[src/rtl/mem_access_unit_if.sv]
// Data-memory bus between mem_access_unit (master) and the memory (slave).
// Word accesses with a ready/ack handshake: the request is held until ack.
interface mem_access_unit_if;
  logic        mem_req_o;
  logic        mem_we_o;
  logic [31:0] mem_addr_o;
  logic [31:0] mem_wdata_o;
  logic [31:0] mem_rdata_i;
  logic        mem_ack_i;

  modport master (
    output mem_req_o,
    output mem_we_o,
    output mem_addr_o,
    output mem_wdata_o,
    input  mem_rdata_i,
    input  mem_ack_i
  );

  modport slave (
    input  mem_req_o,
    input  mem_we_o,
    input  mem_addr_o,
    input  mem_wdata_o,
    output mem_rdata_i,
    output mem_ack_i
  );
endinterface

[src/rtl/mem_access_unit.sv]
// mem_access_unit: memory-stage access controller behind the EX/MEM register.
// Non-memory ops pass to MEM/WB in one cycle; loads/stores are captured, issued
// on the data bus, and the pipeline is stalled until the ack, then a one-cycle
// DONE bubble follows while upstream still shows the consumed op.
// Optional feature: define MEM_ACC_TIMEOUT_EN to abort an access after
// TIMEOUT_CYCLES WAIT cycles without ack (result 32'hDEADBEEF, err_o pulse).
module mem_access_unit #(
  parameter int unsigned TIMEOUT_CYCLES = 16
) (
  input  logic              clk,
  input  logic              rst,
  input  logic [31:0]       alur_i,
  input  logic [31:0]       wrdata_i,
  input  logic              wmem_i,
  input  logic              rmem_i,
  input  logic              wreg_i,
  output logic              stall_o,
  mem_access_unit_if.master mem_bus,
  output logic [31:0]       wb_data_o,
  output logic              wb_wreg_o,
  output logic              wb_valid_o,
  output logic              err_o
);

  typedef enum logic [1:0] {StIdle, StWait, StDone} state_e;

  localparam logic [7:0] TimeoutLim = 8'(TIMEOUT_CYCLES);

  state_e      state_q, state_d;
  logic        req_q, req_d;
  logic        we_q, we_d;
  logic [31:0] addr_q, addr_d;
  logic [31:0] wdata_q, wdata_d;
  logic        wreg_cap_q, wreg_cap_d;
  logic [31:0] wb_data_q, wb_data_d;
  logic        wb_wreg_q, wb_wreg_d;
  logic        wb_valid_q, wb_valid_d;
  logic        err_q, err_d;
  logic        mem_op;
  logic        timeout;

  assign mem_op = wmem_i | rmem_i;

`ifdef MEM_ACC_TIMEOUT_EN
  logic [7:0] cnt_q, cnt_d;

  // WAIT-cycle counter; held at zero while idle so it starts from 0 on WAIT entry
  always_comb begin
    cnt_d = cnt_q;
    if (state_q == StIdle) begin
      cnt_d = '0;
    end else if ((state_q == StWait) && !mem_bus.mem_ack_i) begin
      cnt_d = cnt_q + 8'd1;
    end
  end

  // Counter register
  always_ff @(posedge clk or negedge rst) begin
    if (!rst) begin
      cnt_q <= '0;
    end else begin
      cnt_q <= cnt_d;
    end
  end

  // Fires on the TIMEOUT_CYCLES-th WAIT cycle; a same-cycle ack wins
  assign timeout = (state_q == StWait) && !mem_bus.mem_ack_i &&
                   (cnt_q == TimeoutLim - 8'd1);
`else
  logic unused_timeout_lim;
  assign unused_timeout_lim = ^TimeoutLim;
  assign timeout = 1'b0;
`endif

  // FSM state register
  always_ff @(posedge clk or negedge rst) begin
    if (!rst) begin
      state_q <= StIdle;
    end else begin
      state_q <= state_d;
    end
  end

  // FSM next-state logic
  always_comb begin
    state_d = state_q;
    unique case (state_q)
      StIdle: if (mem_op) state_d = StWait;
      StWait: if (mem_bus.mem_ack_i || timeout) state_d = StDone;
      StDone: state_d = StIdle;
      default: state_d = StIdle;
    endcase
  end

  // FSM combinational outputs; gated by reset so a held op cannot stall during reset
  always_comb begin
    stall_o = 1'b0;
    err_o   = err_q;
    if (rst) begin
      unique case (state_q)
        StIdle: begin
          stall_o = mem_op;
          // Conflicting request flags flagged in the cycle the op is captured
          err_o   = err_q | (wmem_i & rmem_i);
        end
        StWait:  stall_o = 1'b1;
        default: stall_o = 1'b0;
      endcase
    end
  end

  // Datapath next-state: capture, bus drive and MEM/WB result
  always_comb begin
    req_d      = req_q;
    we_d       = we_q;
    addr_d     = addr_q;
    wdata_d    = wdata_q;
    wreg_cap_d = wreg_cap_q;
    wb_data_d  = wb_data_q;
    wb_wreg_d  = wb_wreg_q;
    wb_valid_d = wb_valid_q;
    err_d      = 1'b0;
    unique case (state_q)
      StIdle: begin
        if (mem_op) begin
          // Bus registers double as the capture registers for the access
          req_d      = 1'b1;
          we_d       = wmem_i;
          addr_d     = {alur_i[31:2], 2'b00};
          wdata_d    = wrdata_i;
          wreg_cap_d = wreg_i;
          wb_valid_d = 1'b0;
        end else begin
          wb_data_d  = alur_i;
          wb_wreg_d  = wreg_i;
          wb_valid_d = 1'b1;
        end
      end
      StWait: begin
        if (mem_bus.mem_ack_i || timeout) begin
          req_d      = 1'b0;
          we_d       = 1'b0;
          addr_d     = '0;
          wdata_d    = '0;
          wb_valid_d = 1'b1;
          if (mem_bus.mem_ack_i) begin
            wb_data_d = we_q ? addr_q : mem_bus.mem_rdata_i;
            wb_wreg_d = we_q ? 1'b0 : wreg_cap_q;
          end else begin
            wb_data_d = 32'hDEAD_BEEF;
            wb_wreg_d = 1'b0;
            err_d     = 1'b1;
          end
        end
      end
      StDone: wb_valid_d = 1'b0;
      default: wb_valid_d = 1'b0;
    endcase
  end

  // Datapath registers
  always_ff @(posedge clk or negedge rst) begin
    if (!rst) begin
      req_q      <= 1'b0;
      we_q       <= 1'b0;
      addr_q     <= '0;
      wdata_q    <= '0;
      wreg_cap_q <= 1'b0;
      wb_data_q  <= '0;
      wb_wreg_q  <= 1'b0;
      wb_valid_q <= 1'b0;
      err_q      <= 1'b0;
    end else begin
      req_q      <= req_d;
      we_q       <= we_d;
      addr_q     <= addr_d;
      wdata_q    <= wdata_d;
      wreg_cap_q <= wreg_cap_d;
      wb_data_q  <= wb_data_d;
      wb_wreg_q  <= wb_wreg_d;
      wb_valid_q <= wb_valid_d;
      err_q      <= err_d;
    end
  end

  assign mem_bus.mem_req_o   = req_q;
  assign mem_bus.mem_we_o    = we_q;
  assign mem_bus.mem_addr_o  = addr_q;
  assign mem_bus.mem_wdata_o = wdata_q;
  assign wb_data_o           = wb_data_q;
  assign wb_wreg_o           = wb_wreg_q;
  assign wb_valid_o          = wb_valid_q;

endmodule

[src/flat_wrapper.sv]
// flat-port wrapper written by rule: the top's interface ports become plain ports
module mem_access_unit_flat 
#(
  parameter int unsigned TIMEOUT_CYCLES = 16
)
  (clk, rst, alur_i, wrdata_i, wmem_i, rmem_i, wreg_i, stall_o, wb_data_o, wb_wreg_o, wb_valid_o, err_o, mem_bus_mem_req_o, mem_bus_mem_we_o, mem_bus_mem_addr_o, mem_bus_mem_wdata_o, mem_bus_mem_rdata_i, mem_bus_mem_ack_i);
  mem_access_unit_if mem_bus_i ();
  input  logic clk;
  input  logic rst;
  input  logic [31:0] alur_i;
  input  logic [31:0] wrdata_i;
  input  logic wmem_i;
  input  logic rmem_i;
  input  logic wreg_i;
  output logic stall_o;
  output logic [31:0] wb_data_o;
  output logic wb_wreg_o;
  output logic wb_valid_o;
  output logic err_o;
  output wire logic [$bits(mem_bus_i.mem_req_o)-1:0] mem_bus_mem_req_o;
  output wire logic [$bits(mem_bus_i.mem_we_o)-1:0] mem_bus_mem_we_o;
  output wire logic [$bits(mem_bus_i.mem_addr_o)-1:0] mem_bus_mem_addr_o;
  output wire logic [$bits(mem_bus_i.mem_wdata_o)-1:0] mem_bus_mem_wdata_o;
  input wire logic [$bits(mem_bus_i.mem_rdata_i)-1:0] mem_bus_mem_rdata_i;
  input wire logic [$bits(mem_bus_i.mem_ack_i)-1:0] mem_bus_mem_ack_i;
  assign mem_bus_mem_req_o = mem_bus_i.mem_req_o;
  assign mem_bus_mem_we_o = mem_bus_i.mem_we_o;
  assign mem_bus_mem_addr_o = mem_bus_i.mem_addr_o;
  assign mem_bus_mem_wdata_o = mem_bus_i.mem_wdata_o;
  assign mem_bus_i.mem_rdata_i = mem_bus_mem_rdata_i;
  assign mem_bus_i.mem_ack_i = mem_bus_mem_ack_i;
  mem_access_unit #(.TIMEOUT_CYCLES(TIMEOUT_CYCLES)) u_core (.clk(clk), .rst(rst), .alur_i(alur_i), .wrdata_i(wrdata_i), .wmem_i(wmem_i), .rmem_i(rmem_i), .wreg_i(wreg_i), .stall_o(stall_o), .mem_bus(mem_bus_i), .wb_data_o(wb_data_o), .wb_wreg_o(wb_wreg_o), .wb_valid_o(wb_valid_o), .err_o(err_o));
endmodule
[config.mk]
export PLATFORM = sky130hd
export DESIGN_NAME = mem_access_unit_flat
export DESIGN_NICKNAME = d
export VERILOG_FILES = /design/src/rtl/mem_access_unit_if.sv /design/src/rtl/mem_access_unit.sv /design/src/flat_wrapper.sv
export SDC_FILE = /design/constraint.sdc
export NUM_CORES = 1
export LEC_CHECK = 0
export BUFFER_PORTS_ARGS = -buffer_cell sky130_fd_sc_hd__buf_2
export CAP_MARGIN = 20
export CORE_MARGIN = 5
export CORE_UTILIZATION = 49
export DETAILED_ROUTE_END_ITERATION = 6
export PLACE_DENSITY = 0.86
export SLEW_MARGIN = 5
export SYNTH_ARGS = -nofsm -noshare
export SYNTH_HDL_FRONTEND = slang
export SYNTH_SLANG_ARGS = --single-unit
[constraint.sdc]
create_clock -name clk -period 3.9 [get_ports clk]
set_clock_uncertainty 0.1 [all_clocks]
set_input_delay 0.195 -clock clk [delete_from_list [all_inputs] [get_ports clk]]
set_output_delay 0.195 -clock clk [all_outputs]
set_load 0.1 [all_outputs]
# After elaboration in Yosys (flattened, before gate mapping)
# Index checks and enable logic that the tools add are counted.
# W data, S select, Z words.
# totals
register_bits	103
inputBits	102
elab_cells	49
# op_classes
eq_ne	4
muxes	28
bitwise	2
reduce_logical	6
# op_table
cell	n
$mux W32	6
$pmux W32 S2	3
$mux W1	11
$pmux W1 S2	5
$reduce_and A3 Y1	2
$mux W2	2
$ne A2 B2 Y1 const B	2
$pmux W2 S2	1
$reduce_and A2 Y1	2
$eq A2 B1 Y1 const B	1
$logic_not A2 Y1	1
$ne A2 B1 Y1 const B	1
$reduce_bool A2 Y1	1
$and A1 B1 Y1	1
$or A1 B1 Y1	1

# Longest topological paths before layout
# Gate-level depths: netlist (run 1).
# logic_depth
depth_word	3
depth_mapped	6
ltp_nobuf	3

# Least setup slack after synthesis (run 1)
# No wires, ideal clock.
# synth_timing
path_kind	reg2out
start	reg u_core.state_q[1]
end	out stall_o
t_arrival_ns	2.712
required_ns	3.605
slack_ns	0.893
stages_incl_launch_ff	3
n_path_buf	1
path_cell_list	dfrtp_1 buf_2 nor3b_1
# synth_between
elab_chain_len	3
word_cells_on_any_way	4
cone_classes	eq/ne (1); mux (2); reduce/logical (1)
# synth_lines
item	line	rtl
from (decl)	mem_access_unit.sv:29	state_e state_q, state_d;
from (signal assigned)	mem_access_unit.sv:78	state_q <= StIdle;
from (signal assigned)	mem_access_unit.sv:80	state_q <= state_d;
$eq A2 B1 Y1 / $logic_not A2 Y1 (equally long branches)	mem_access_unit.sv:100	unique case (state_q)
$pmux W1 S2 *	mem_access_unit.sv:100	
$mux W1 *	mem_access_unit.sv:99	if (rst) begin
to (decl)	flat_wrapper.sv:15	output logic stall_o;
# Every way passes the cells marked *; elsewhere a longest branch is shown, timed or not.

# Final worst setup path (run 1)
# layout_timing
start	reg u_core.state_q[1]
end	reg u_core.wb_data_q[10] (netlist: u_core.wb_data_o[10])
# layout_between
elab_chain_len	3
word_cells_on_any_way	7
cone_classes	eq/ne (3); mux (1); reduce/logical (3)
# layout_lines
item	line	rtl
$eq A2 B1 Y1 / $logic_not A2 Y1 (equally long branches)	mem_access_unit.sv:123	unique case (state_q)
$ne A2 B2 Y1 (no line) / $reduce_bool A2 Y1 (equally long branches)	-	
$reduce_and A3 Y1 (no line)	-	
to (signal assigned)	mem_access_unit.sv:179	wb_data_q <= wb_data_d;
to (decl)	mem_access_unit.sv:35	logic [31:0] wb_data_q, wb_data_d;
# Several ways; a longest one is shown, not always the timed one.
# A chain may end at the register's enable or synchronous reset.

==> results of run 1 <==
[logic make-up (layout without fill, tap and decap cells)]
family | Yosys count | count (layout)
flip-flops | 101 | 101
buffers and inverters | 35 | 287
AND/OR/NAND/NOR | 45 | 45
AO/OA/AOI/OAI | 104 | 104
multiplexers | 31 | 31
other | 1 | 2
[cell type report]
type,count,area [µm²]
multi-input cells,182,1470
repair buffers,268,1680
inverters,3,11.3
fillers,569,2260
well taps,105,131
flip-flops and latches,101,2530
clock buffers,10,128
clock inverters,6,46.3
[metrics by stage]
stage	utilization	instances	setup WS, ns	instance area [µm²]	hold slack, ns
finish	0.726	675	1.59	5990	0.0211
global route	0.726	675	1.43	5990	0.00913
CTS	0.723	674	1.58	5970	0.00281
detailed placement	0.628	597	1.61	5190	0.151
global placement	0.628	597	1.70	5190	0.140
floorplan	-	318	0.893	4170	-0.201
[routing by layer]
layer  up-vias  GRT usage  part of all wire
met5         -          0                 0
met4         0     0.0928             0.021
met3        31     0.0703              0.10
met2       219      0.437              0.51
met1      1929      0.315              0.37
li1       1702          -                 -
[synthesized netlist by cell type, drive strengths merged]
cell type	instances	share of area
a211o	1	0.0021
a21o	1	0.0018
a21oi	3	0.0036
a221o	30	0.072
a22o	63	0.13
and2	1	0.0021
and4	1	0.0021
buf	9	0.020
clkbuf	23	0.021
conb	1	0.00090
dfrtp	101	0.61
inv	3	0.0027
mux2	1	0.0027
mux2i	30	0.072
nand2b	1	0.0015
nand3	3	0.0036
nand3b	1	0.0018
nor2	31	0.028
nor3	1	0.0012
nor3b	1	0.0018
nor4	1	0.0015
nor4bb	3	0.0072
o21a	1	0.0018
o21ai	3	0.0036
o21bai	1	0.0018
o31ai	1	0.0018
or4	1	0.0027
[flip-flops by register name, summed over array words and instances (netlist names)]
register	flops
u_core.state_q	2
u_core.mem_bus.mem_addr_o	30
u_core.mem_bus.mem_req_o	1
u_core.mem_bus.mem_wdata_o	32
u_core.mem_bus.mem_we_o	1
u_core.wreg_cap_q	1
u_core.wb_data_o	32
u_core.wb_wreg_o	1
u_core.wb_valid_o	1
[worst max path at each step]
stage | startpoint | depth (start not counted) | end | slack (ns)
floorplan | u_core.state_q[1] | 2 | stall_o | 0.89
global placement | u_core.state_q[1] | 3 | u_core.wb_data_o[4] | 1.70
detailed placement | u_core.state_q[1] | 3 | u_core.wb_data_o[23] | 1.61
CTS | rst | 4 | stall_o | 1.58
global route | rst | 4 | stall_o | 1.43
finish | u_core.state_q[1] | 3 | u_core.wb_data_o[10] | 1.59
==> results by group, run 1 <==
Run status
  • Status: completed

Clock network
  • H-tree depth: 3
  • Clk Latency, worst-skew pair: 0.35 ns
  • Hold buffer count at CTS: 61
  • Post-CTS repair timing setup buffer count: 0
  • Clock sink count: 101
  • Number of clock buffers inserted by TritonCTS: 9
  • Max Root-Sink Buffers: 2
  • Post-CTS sizing: 0
  • TritonCTS clock tree: yes
  • Clock transition time at the flip-flop clock pins of the worst setup and hold paths: 0.09 ns
  • Cell at the root of the clock tree: sky130_fd_sc_hd__clkbuf_8

Worst setup path
  • Capture point of the worst reg-to-reg path: u_core.wb_data_o[10]
  • Worst Reg-to-Reg Cells: 3
  • R2R setup slack: 1.59 ns
  • Startpoint type of the worst setup path: register
  • Cells along the critical path: nand3b_1, and2_4, a221o_1
  • Arrival time at the worst endpoint: 2.43 ns
  • CP Buf/Inv Count: 0
  • Crit path required time: 4.02 ns
  • Critical R2R Launch: u_core.state_q[1]
  • Largest fanout of any net on the critical path: 34
  • Kind of end point of the critical path: register
  • Slowest cell delay on critical path: 0.68 ns
  • Top cell family by delay on the critical path: simple AND/OR/NAND/NOR gates
  • Startpoint-to-endpoint class of the critical path: register to register
  • Standard cell with the maximum stage delay on the critical path: sky130_fd_sc_hd__nand3b_1

Cells and area
  • Share of layout cells above drive strength 1: 0.402
  • Post-synthesis to final-layout area growth: 43.9%
  • Net count reported at finish: 667
  • Antenna diode instance count: 0
  • Most common library cell in the layout ignoring fill and taps: sky130_fd_sc_hd__buf_2
  • Commonest cells after routing, fill and taps aside: sky130_fd_sc_hd__buf_2 (200), sky130_fd_sc_hd__dfrtp_1 (100), sky130_fd_sc_hd__a22o_1 (63), sky130_fd_sc_hd__dlygate4sd3_1 (61), sky130_fd_sc_hd__nor2_1 (31)

Floorplan
  • Num rows: 33
  • Number of I/O pins: 204
  • Core area: 8260 µm²
  • Die boundary height: 102 µm
  • Effective utilization at floorplan: 0.504
  • Die width: 102 µm
  • Floorplan die area: 10400 µm²

STA
  • Number of endpoints with negative hold slack in the final report: 0
  • Ratio of final minimum period to clock period: 0.591
  • Unrepaired setup endpoints after global routing: no
  • Minimum clock period: 2.31 ns
  • Achievable clock frequency: 0.434 GHz
  • Sum of negative setup slack: 0 ns
  • Number of max-slew violations in the final report: 0
  • Number of setup violations in the final report: 0
  • Actual transition at the worst max-transition pin: 0.998 ns
  • Slew Limit Headroom: 0.335

Route
  • Total routed wirelength: 13300 µm
  • Residual DRC: 0
  • Iteration count of the initial detailed-routing pass: 5
  • Final ANT Viol Nets: 0
  • Final routed wire length divided by cell count: 19.7 µm
  • Detail-routed via count per cell: 5.75
  • Via total after detailed routing: 3881
  • DRC marker count from the first detailed-route iteration: 204

Placed design
  • Number of input and output port buffers inserted: 201
  • Gp weighted congestion: 0.792
  • Dpl hpwl: 8390 µm

Global route
  • GRT overflow: 0
  • Global-route wire length before repair: 20900 µm
  • Maximum number of pins on one net before global-route repair: 64
  • Number of global-route vias before repair: 4119
  • Antenna violations before repair: 0
  • Total track usage: 0.257

Synth
  • Fraction of synthesized cell area in xor and xnor cells: 0
  • Mux contribution to synthesized area: 0.0748
  • Combinational family with the most area after synthesis: compound AO/OA/AOI/OAI gates
  • Synthesized-area fraction occupied by ao, oa, aoi and oai cells: 0.221
  • Ys Warns: 0
  • Post-synthesis register bit count: 101
  • Proportion of synthesized chip area in sequential cells: 0.607
  • Synthesized-area fraction occupied by and/or/nand/nor cells: 0.0535
  • Synthesized area per cell: 13.1 µm²
  • Distinct cell type count after synthesis: 29
  • Post-Synthesis Cells: 317
  • Area of the mapped netlist: 4170 µm²
  • Adder and majority cell fraction of the synthesized area: 0

Min path
  • Hold Path Class: input pin to register
  • Hold Path Origin: alur_i[30]
  • Sink of the worst hold path: u_core.wb_data_o[30]
  • WHS Path Cells: 2

Flow run
  • Maximum capacitance violations: 0
Power of run 1 is left out: the tool's default activity adds up to more than one toggle a clock period on the data nets, which glitch-free logic cannot reach.
==> run 2, diff against run 1 <==
--- a/config.mk
+++ b/config.mk
@@ -8,9 +8,9 @@
 export BUFFER_PORTS_ARGS = -buffer_cell sky130_fd_sc_hd__buf_2
 export CAP_MARGIN = 20
 export CORE_MARGIN = 5
-export CORE_UTILIZATION = 49
+export CORE_UTILIZATION = 41
 export DETAILED_ROUTE_END_ITERATION = 6
-export PLACE_DENSITY = 0.86
+export PLACE_DENSITY = 0.77
 export SLEW_MARGIN = 5
 export SYNTH_ARGS = -nofsm -noshare
 export SYNTH_HDL_FRONTEND = slang
==> constraint.sdc (replaced) <==
create_clock -name clk -period 2 [get_ports clk]
set_clock_uncertainty 0.1 [all_clocks]
set_input_delay 0.1 -clock clk [delete_from_list [all_inputs] [get_ports clk]]
set_output_delay 0.1 -clock clk [all_outputs]
set_load 0.1 [all_outputs]
==> run 2 against run 1 <==
Hold slack worse by 0.0050 ns. Count of clock-buffer cells in the layout is 1 lower. Flip-flop and latch count stayed put. Worst setup slack worse by 1.4 ns. Critical path type is now register to output port. Sequential share of layout area is 3.1 points lower. Die area is 18% higher. Largest cell class unchanged. First-iteration DRC count is 15% higher.
==> results by group, run 2 (synthesis results as in run 1) <==
STA
  • Actual transition at the worst max-transition pin: 0.589 ns (-0.409 ns)
  • Number of max-slew violations in the final report: 0 (unchanged)
  • Sum of negative setup slack: 0 ns (unchanged)
  • Achievable clock frequency: 0.554 GHz
  • Ratio of final minimum period to clock period: 0.903
  • Number of endpoints with negative hold slack in the final report: 0 (unchanged)
  • Slew Limit Headroom: 0.608 (+0.273)
  • Number of setup violations in the final report: 0 (unchanged)
  • Unrepaired setup endpoints after global routing: no
  • Minimum clock period: 1.81 ns

Floorplan
  • Effective utilization at floorplan: 0.424 (-0.0802)
  • Num rows: 36 (+9.1%)
  • Die width: 111 µm (+8.4%)
  • Floorplan die area: 12300 µm² (+18%)
  • Die boundary height: 111 µm (+8.4%)
  • Core area: 9820 µm² (+19%)
  • Number of I/O pins: 204 (unchanged)

Worst setup path
  • Cells along the critical path: buf_4, nor2_1, and4_1, buf_12
  • Largest fanout of any net on the critical path: 9 (-74%)
  • Startpoint type of the worst setup path: register
  • Startpoint-to-endpoint class of the critical path: register to output port
  • Arrival time at the worst endpoint: 1.61 ns (-0.82 ns)
  • Standard cell with the maximum stage delay on the critical path: sky130_fd_sc_hd__dfrtp_1
  • Crit path required time: 1.80 ns (-2.22 ns)
  • Kind of end point of the critical path: output port
  • Slowest cell delay on critical path: 0.39 ns (-0.29 ns)

Global route
  • Global-route wire length before repair: 22600 µm (+8.0%)
  • Number of global-route vias before repair: 4344 (+5.5%)
  • Antenna violations before repair: 0 (unchanged)
  • Total track usage: 0.222 (-0.0346)
  • Maximum number of pins on one net before global-route repair: 55 (-14%)
  • GRT overflow: 0 (unchanged)

Placed design
  • Number of input and output port buffers inserted: 201 (unchanged)
  • Gp weighted congestion: 0.791 (-0.14%)
  • Dpl hpwl: 8520 µm (+1.5%)

Clock network
  • Number of clock buffers inserted by TritonCTS: 9 (unchanged)
  • H-tree depth: 3 (unchanged)
  • Post-CTS sizing: 0 (unchanged)
  • Cell at the root of the clock tree: sky130_fd_sc_hd__clkbuf_8
  • Clk Latency, worst-skew pair: 0.35 ns (about the same)
  • Clock sink count: 101 (unchanged)
  • Max Root-Sink Buffers: 2 (unchanged)
  • Clock transition time at the flip-flop clock pins of the worst setup and hold paths: 0.10 ns (about the same)
  • TritonCTS clock tree: yes

Cells and area
  • Commonest cells after routing, fill and taps aside: sky130_fd_sc_hd__buf_2 (197), sky130_fd_sc_hd__dfrtp_1 (100), sky130_fd_sc_hd__dlygate4sd3_1 (94), sky130_fd_sc_hd__a22o_1 (63), sky130_fd_sc_hd__nor2_1 (31)
  • Most common library cell in the layout ignoring fill and taps: sky130_fd_sc_hd__buf_2
  • Antenna diode instance count: 0 (unchanged)
  • Post-synthesis to final-layout area growth: 55.4%
  • Share of layout cells above drive strength 1: 0.391 (-0.0106)
  • Net count reported at finish: 708 (+6.1%)

Route
  • Final ANT Viol Nets: 0 (unchanged)
  • Final routed wire length divided by cell count: 18.3 µm (-7.1%)
  • Topmost layer with routed signal wires: met4
  • Detail-routed via count per cell: 5.31 (-7.7%)
  • Residual DRC: 0 (unchanged)
  • Iteration count of the initial detailed-routing pass: 4 (-1)
  • Met1 wire length: 5520 µm (+12%)
  • DR WL met3: 1210 µm (-9.5%)
  • Metal2 WL: 6650 µm (-1.3%)
  • Total routed wirelength: 13600 µm (+2.4%)
  • DRC marker count from the first detailed-route iteration: 234 (+15%)
  • Via total after detailed routing: 3949 (+1.8%)

Min path
  • Hold Path Class: input pin to register

Flow run
  • Maximum capacitance violations: 0 (unchanged)

Run status
  • Status: completed
run 2: cell types whose count changed in the layout (fill, tap and decap cells not counted), moves of 3 or more:
cell                            change
sky130_fd_sc_hd__buf_2              -3
sky130_fd_sc_hd__dlygate4sd3_1     +33
sky130_fd_sc_hd__buf_12             +3
sky130_fd_sc_hd__buf_4              +8
run 2: timing repair:
action                                  in CTS  in global routing
hold buffers                                94                  0
endpoints found under the setup margin       0                  0
buffers inserted                             0                  0
endpoints found under the hold margin      152                  0
run 2: through the flow:
step,utilization,area (µm²),setup slack [ns],std cells,hold WS [ns]
after global placement,0.545,5350,0.266,634,-0.0951
after global routing,0.659,6470,0.136,744,0.0218
final,0.659,6470,0.195,744,0.0162
after detailed placement,0.545,5350,0.216,634,-0.0843
after CTS,0.659,6470,0.189,744,0.000539
after floorplan,-,4180,0.0270,318,-0.296
run 2: area by class of cell:
cell class              count  area [µm²]
clock buffers               9         124
clock inverters             7        55.1
fillers                   744        3350
inverters                   3        11.3
multi-input cells         182        1480
flip-flops and latches    101        2530
well taps                 133         166
repair buffers            309        2110
run 2: worst max-delay path: cells and delay by family (launching register included):
| kind | cells | cell delay, ns |
|---|---|---|
| flip-flops | 1 | 0.39 |
| AND/OR/NAND/NOR | 2 | 0.51 |
| buffers and inverters | 2 | 0.36 |
run 2: metal layers:
metal	up-vias	track usage
met4	0	0.0673
met3	21	0.0710
li1	1784	-
met1	1924	0.275
met5	-	0
met2	220	0.372
run 2: path summary, 6_finish.rpt:
path / cells past startpoint / to / slack, ns / from
setup / recovery: 4 / err_o / 0.19 / u_core.state_q[0]
min in group asynchronous: 2 / u_core.mem_bus.mem_wdata_o[8] / 0.10 / rst
max in group asynchronous: 3 / u_core.wb_data_o[12] / 0.79 / rst
setup reg to reg: 3 / u_core.wb_data_o[29] / 0.20 / u_core.state_q[0]
hold reg to reg: 1 / u_core.mem_bus.mem_req_o / 0.40 / u_core.mem_bus.mem_req_o
hold / removal: 4 / u_core.wb_data_o[21] / 0.02 / mem_bus_mem_rdata_i[21]
Power of run 2 is left out for the same reason.
==> run 3, diff against run 2 <==
--- a/config.mk
+++ b/config.mk
@@ -7,6 +7,7 @@
 export LEC_CHECK = 0
 export BUFFER_PORTS_ARGS = -buffer_cell sky130_fd_sc_hd__buf_2
 export CAP_MARGIN = 20
+export CORE_ASPECT_RATIO = 1.2
 export CORE_MARGIN = 5
 export CORE_UTILIZATION = 41
 export DETAILED_ROUTE_END_ITERATION = 6
==> run 3 against run 2 <==
Utilization decreased by 2.0 points. Wire length decreased by 3.4%. Cell area decreased by 1.7%. Hold slack got worse by 0.011 ns. Worst setup slack improved by 0.00065 ns. Register-to-register slack about the same. Count of clock-buffer cells in the layout unchanged.
==> results by group, run 3 (synthesis results as in run 1) <==
Run status
  • Status: completed

Worst setup path
  • Standard cell with the maximum stage delay on the critical path: sky130_fd_sc_hd__or4_4
  • Total number of cells along the worst setup path: 3 (-1)
  • Startpoint-to-endpoint class of the critical path: register to register
  • Kind of end point of the critical path: register
  • Worst Reg-to-Reg Cells: 3 (unchanged)
  • R2R setup slack: 0.20 ns (about the same)
  • Top cell family by delay on the critical path: simple AND/OR/NAND/NOR gates
  • Cells along the critical path: or4_4, and2_4, a221o_1
  • Largest fanout of any net on the critical path: 34 (+25)
  • Capture point of the worst reg-to-reg path: u_core.wb_data_o[4]
  • Arrival time at the worst endpoint: 1.91 ns (+0.30 ns)
  • CP Buf/Inv Count: 0 (-2)
  • Crit path from: u_core.state_q[0]
  • Crit path required time: 2.11 ns (+0.31 ns)
  • Critical R2R Launch: u_core.state_q[0]
  • Slowest cell delay on critical path: 0.56 ns (+0.17 ns)
  • Crit path capture: u_core.wb_data_o[4]
  • Startpoint type of the worst setup path: register

STA
  • Achievable clock frequency: 0.554 GHz (about the same)
  • Actual transition at the worst max-transition pin: 0.720 ns (+0.132 ns)
  • Slew Limit Headroom: 0.520 (-0.0877)
  • Unrepaired setup endpoints after global routing: no
  • Minimum clock period: 1.80 ns (-0.000653 ns)
  • Number of setup violations in the final report: 0 (unchanged)
  • Number of endpoints with negative hold slack in the final report: 0 (unchanged)
  • Ratio of final minimum period to clock period: 0.902 (about the same)
  • Number of max-slew violations in the final report: 0 (unchanged)
  • Sum of negative setup slack: 0 ns (unchanged)

Route
  • Via total after detailed routing: 3833 (-2.9%)
  • Residual DRC: 0 (unchanged)
  • Detail-routed via count per cell: 5.39 (+1.6%)
  • DRC marker count from the first detailed-route iteration: 187 (-20%)
  • Final ANT Viol Nets: 0 (unchanged)
  • Total routed wirelength: 13200 µm (-3.4%)
  • Iteration count of the initial detailed-routing pass: 5 (+1)
  • Final routed wire length divided by cell count: 18.5 µm (+1.1%)

Floorplan
  • Core area: 9960 µm² (+1.4%)
  • Number of I/O pins: 204 (unchanged)
  • Effective utilization at floorplan: 0.418 (-0.00597)
  • Floorplan die area: 12300 µm² (about the same)
  • Die width: 102 µm (-7.9%)
  • Die boundary height: 120 µm (+8.7%)
  • Num rows: 40 (+11%)

Global route
  • Number of global-route vias before repair: 4217 (-2.9%)
  • Maximum number of pins on one net before global-route repair: 64 (+16%)
  • Total track usage: 0.215 (-0.00706)
  • Global-route wire length before repair: 20900 µm (-7.4%)
  • Antenna violations before repair: 0 (unchanged)
  • GRT overflow: 0 (unchanged)

Placed design
  • Cell area reported after detailed placement: 5340 µm² (-0.21%)
  • DP Cell Count: 625 (-1.4%)
  • Dpl hpwl: 8240 µm (-3.2%)
  • Number of input and output port buffers inserted: 201 (unchanged)
  • Gp weighted congestion: 0.778 (-1.7%)

Cells and area
  • Antenna diode instance count: 0 (unchanged)
  • Post-synthesis to final-layout area growth: 52.8%
  • Net count reported at finish: 684 (-3.4%)
  • Most common library cell in the layout ignoring fill and taps: sky130_fd_sc_hd__buf_2
  • Final Core Density: 0.639 (-0.0201)
  • Post-Layout Cell Count: 711 (-4.4%)
  • Commonest cells after routing, fill and taps aside: sky130_fd_sc_hd__buf_2 (197), sky130_fd_sc_hd__dfrtp_1 (100), sky130_fd_sc_hd__dlygate4sd3_1 (72), sky130_fd_sc_hd__a22o_1 (63), sky130_fd_sc_hd__nor2_1 (31)
  • Footprint of the multi-input gates: 1480 µm² (unchanged)
  • Reg area: 2530 µm² (unchanged)
  • Total of fill cells in the finished design: 747 (+0.40%)
  • Share of layout cells above drive strength 1: 0.402 (+0.0105)
  • Final std cell area, no fill: 6370 µm² (-1.7%)

Min path
  • Hold Path Class: input pin to register

Clock network
  • H-tree depth: 3 (unchanged)
  • Max Root-Sink Buffers: 2 (unchanged)
  • Cell at the root of the clock tree: sky130_fd_sc_hd__clkbuf_16
  • Clock sink count: 101 (unchanged)
  • Post-CTS repair timing setup buffer count: 0 (unchanged)
  • Clk Latency, worst-skew pair: 0.33 ns (-0.02 ns)
  • Post-CTS sizing: 0 (unchanged)
  • Number of clock buffers inserted by TritonCTS: 9 (unchanged)
  • Clock transition time at the flip-flop clock pins of the worst setup and hold paths: 0.06 ns (-0.04 ns)
  • TritonCTS clock tree: yes

Flow run
  • Maximum capacitance violations: 0 (unchanged)
run 3: changes by cell type in the layout (fill, tap and decap cells not counted):
cell,before,now
sky130_fd_sc_hd__buf_12,4,5
sky130_fd_sc_hd__buf_4,14,11
sky130_fd_sc_hd__bufinv_16,0,2
sky130_fd_sc_hd__clkbuf_16,0,9
sky130_fd_sc_hd__clkbuf_8,9,0
sky130_fd_sc_hd__dlygate4sd3_1,94,72
sky130_fd_sc_hd__inv_6,3,0
sky130_fd_sc_hd__inv_8,1,0
run 3: metrics by stage:
| step | worst slack [ns] | hold slack, ns |
|---|---|---|
| after CTS | 0.195 | 0.00586 |
| after global placement | 0.266 | 0.133 |
| after floorplan | 0.0270 | -0.296 |
| final | 0.195 | 0.00524 |
| after detailed placement | 0.202 | 0.136 |
| after global routing | 0.132 | 0.00858 |
run 3: worst min-delay path, cell delays in order:
cell and delay, ns:
sky130_fd_sc_hd__buf_2 0.08, sky130_fd_sc_hd__a21oi_1 0.05, sky130_fd_sc_hd__o21ai_0 0.16
run 3: what timing repair did:
item | 4_1_cts | 5_1_grt
endpoints found under the hold margin | 199 | 0
endpoints found under the setup margin | 0 | 0
hold buffers | 72 | 0
run 3: final cells by class:
cell class / instances / share of cell area
sequential: 101 / 0.397
timing repair buffer: 285 / 0.297
multi-input combinational: 182 / 0.232
clock buffer: 9 / 0.0354
tap: 126 / 0.0248
clock inverter: 5 / 0.0122
inverter: 3 / 0.00177
run 3: worst min path at each step:
| stage | end | startpoint | depth (start not counted) | slack (ns) |
|---|---|---|---|---|
| finish | u_core.wb_data_o[1] | alur_i[1] | 3 | 0.005 |
| global placement | u_core.mem_bus.mem_wdata_o[27] | rst | 2 | 0.13 |
| global route | u_core.wb_data_o[1] | alur_i[1] | 3 | 0.009 |
| floorplan | u_core.mem_bus.mem_addr_o[10] | rst | 0 | -0.30 |
| detailed placement | u_core.wb_valid_o | rst | 2 | 0.14 |
| CTS | u_core.wb_data_o[2] | mem_bus_mem_rdata_i[2] | 4 | 0.006 |
run 3: metal layers:
metal,vias up,GRT usage,wire length [µm]
met5,-,0,0
li1,1734,-,-
met4,0,0.0714,189
met2,181,0.369,6760
met1,1896,0.262,5140
met3,22,0.0542,1060
Power of run 3 is left out for the same reason.
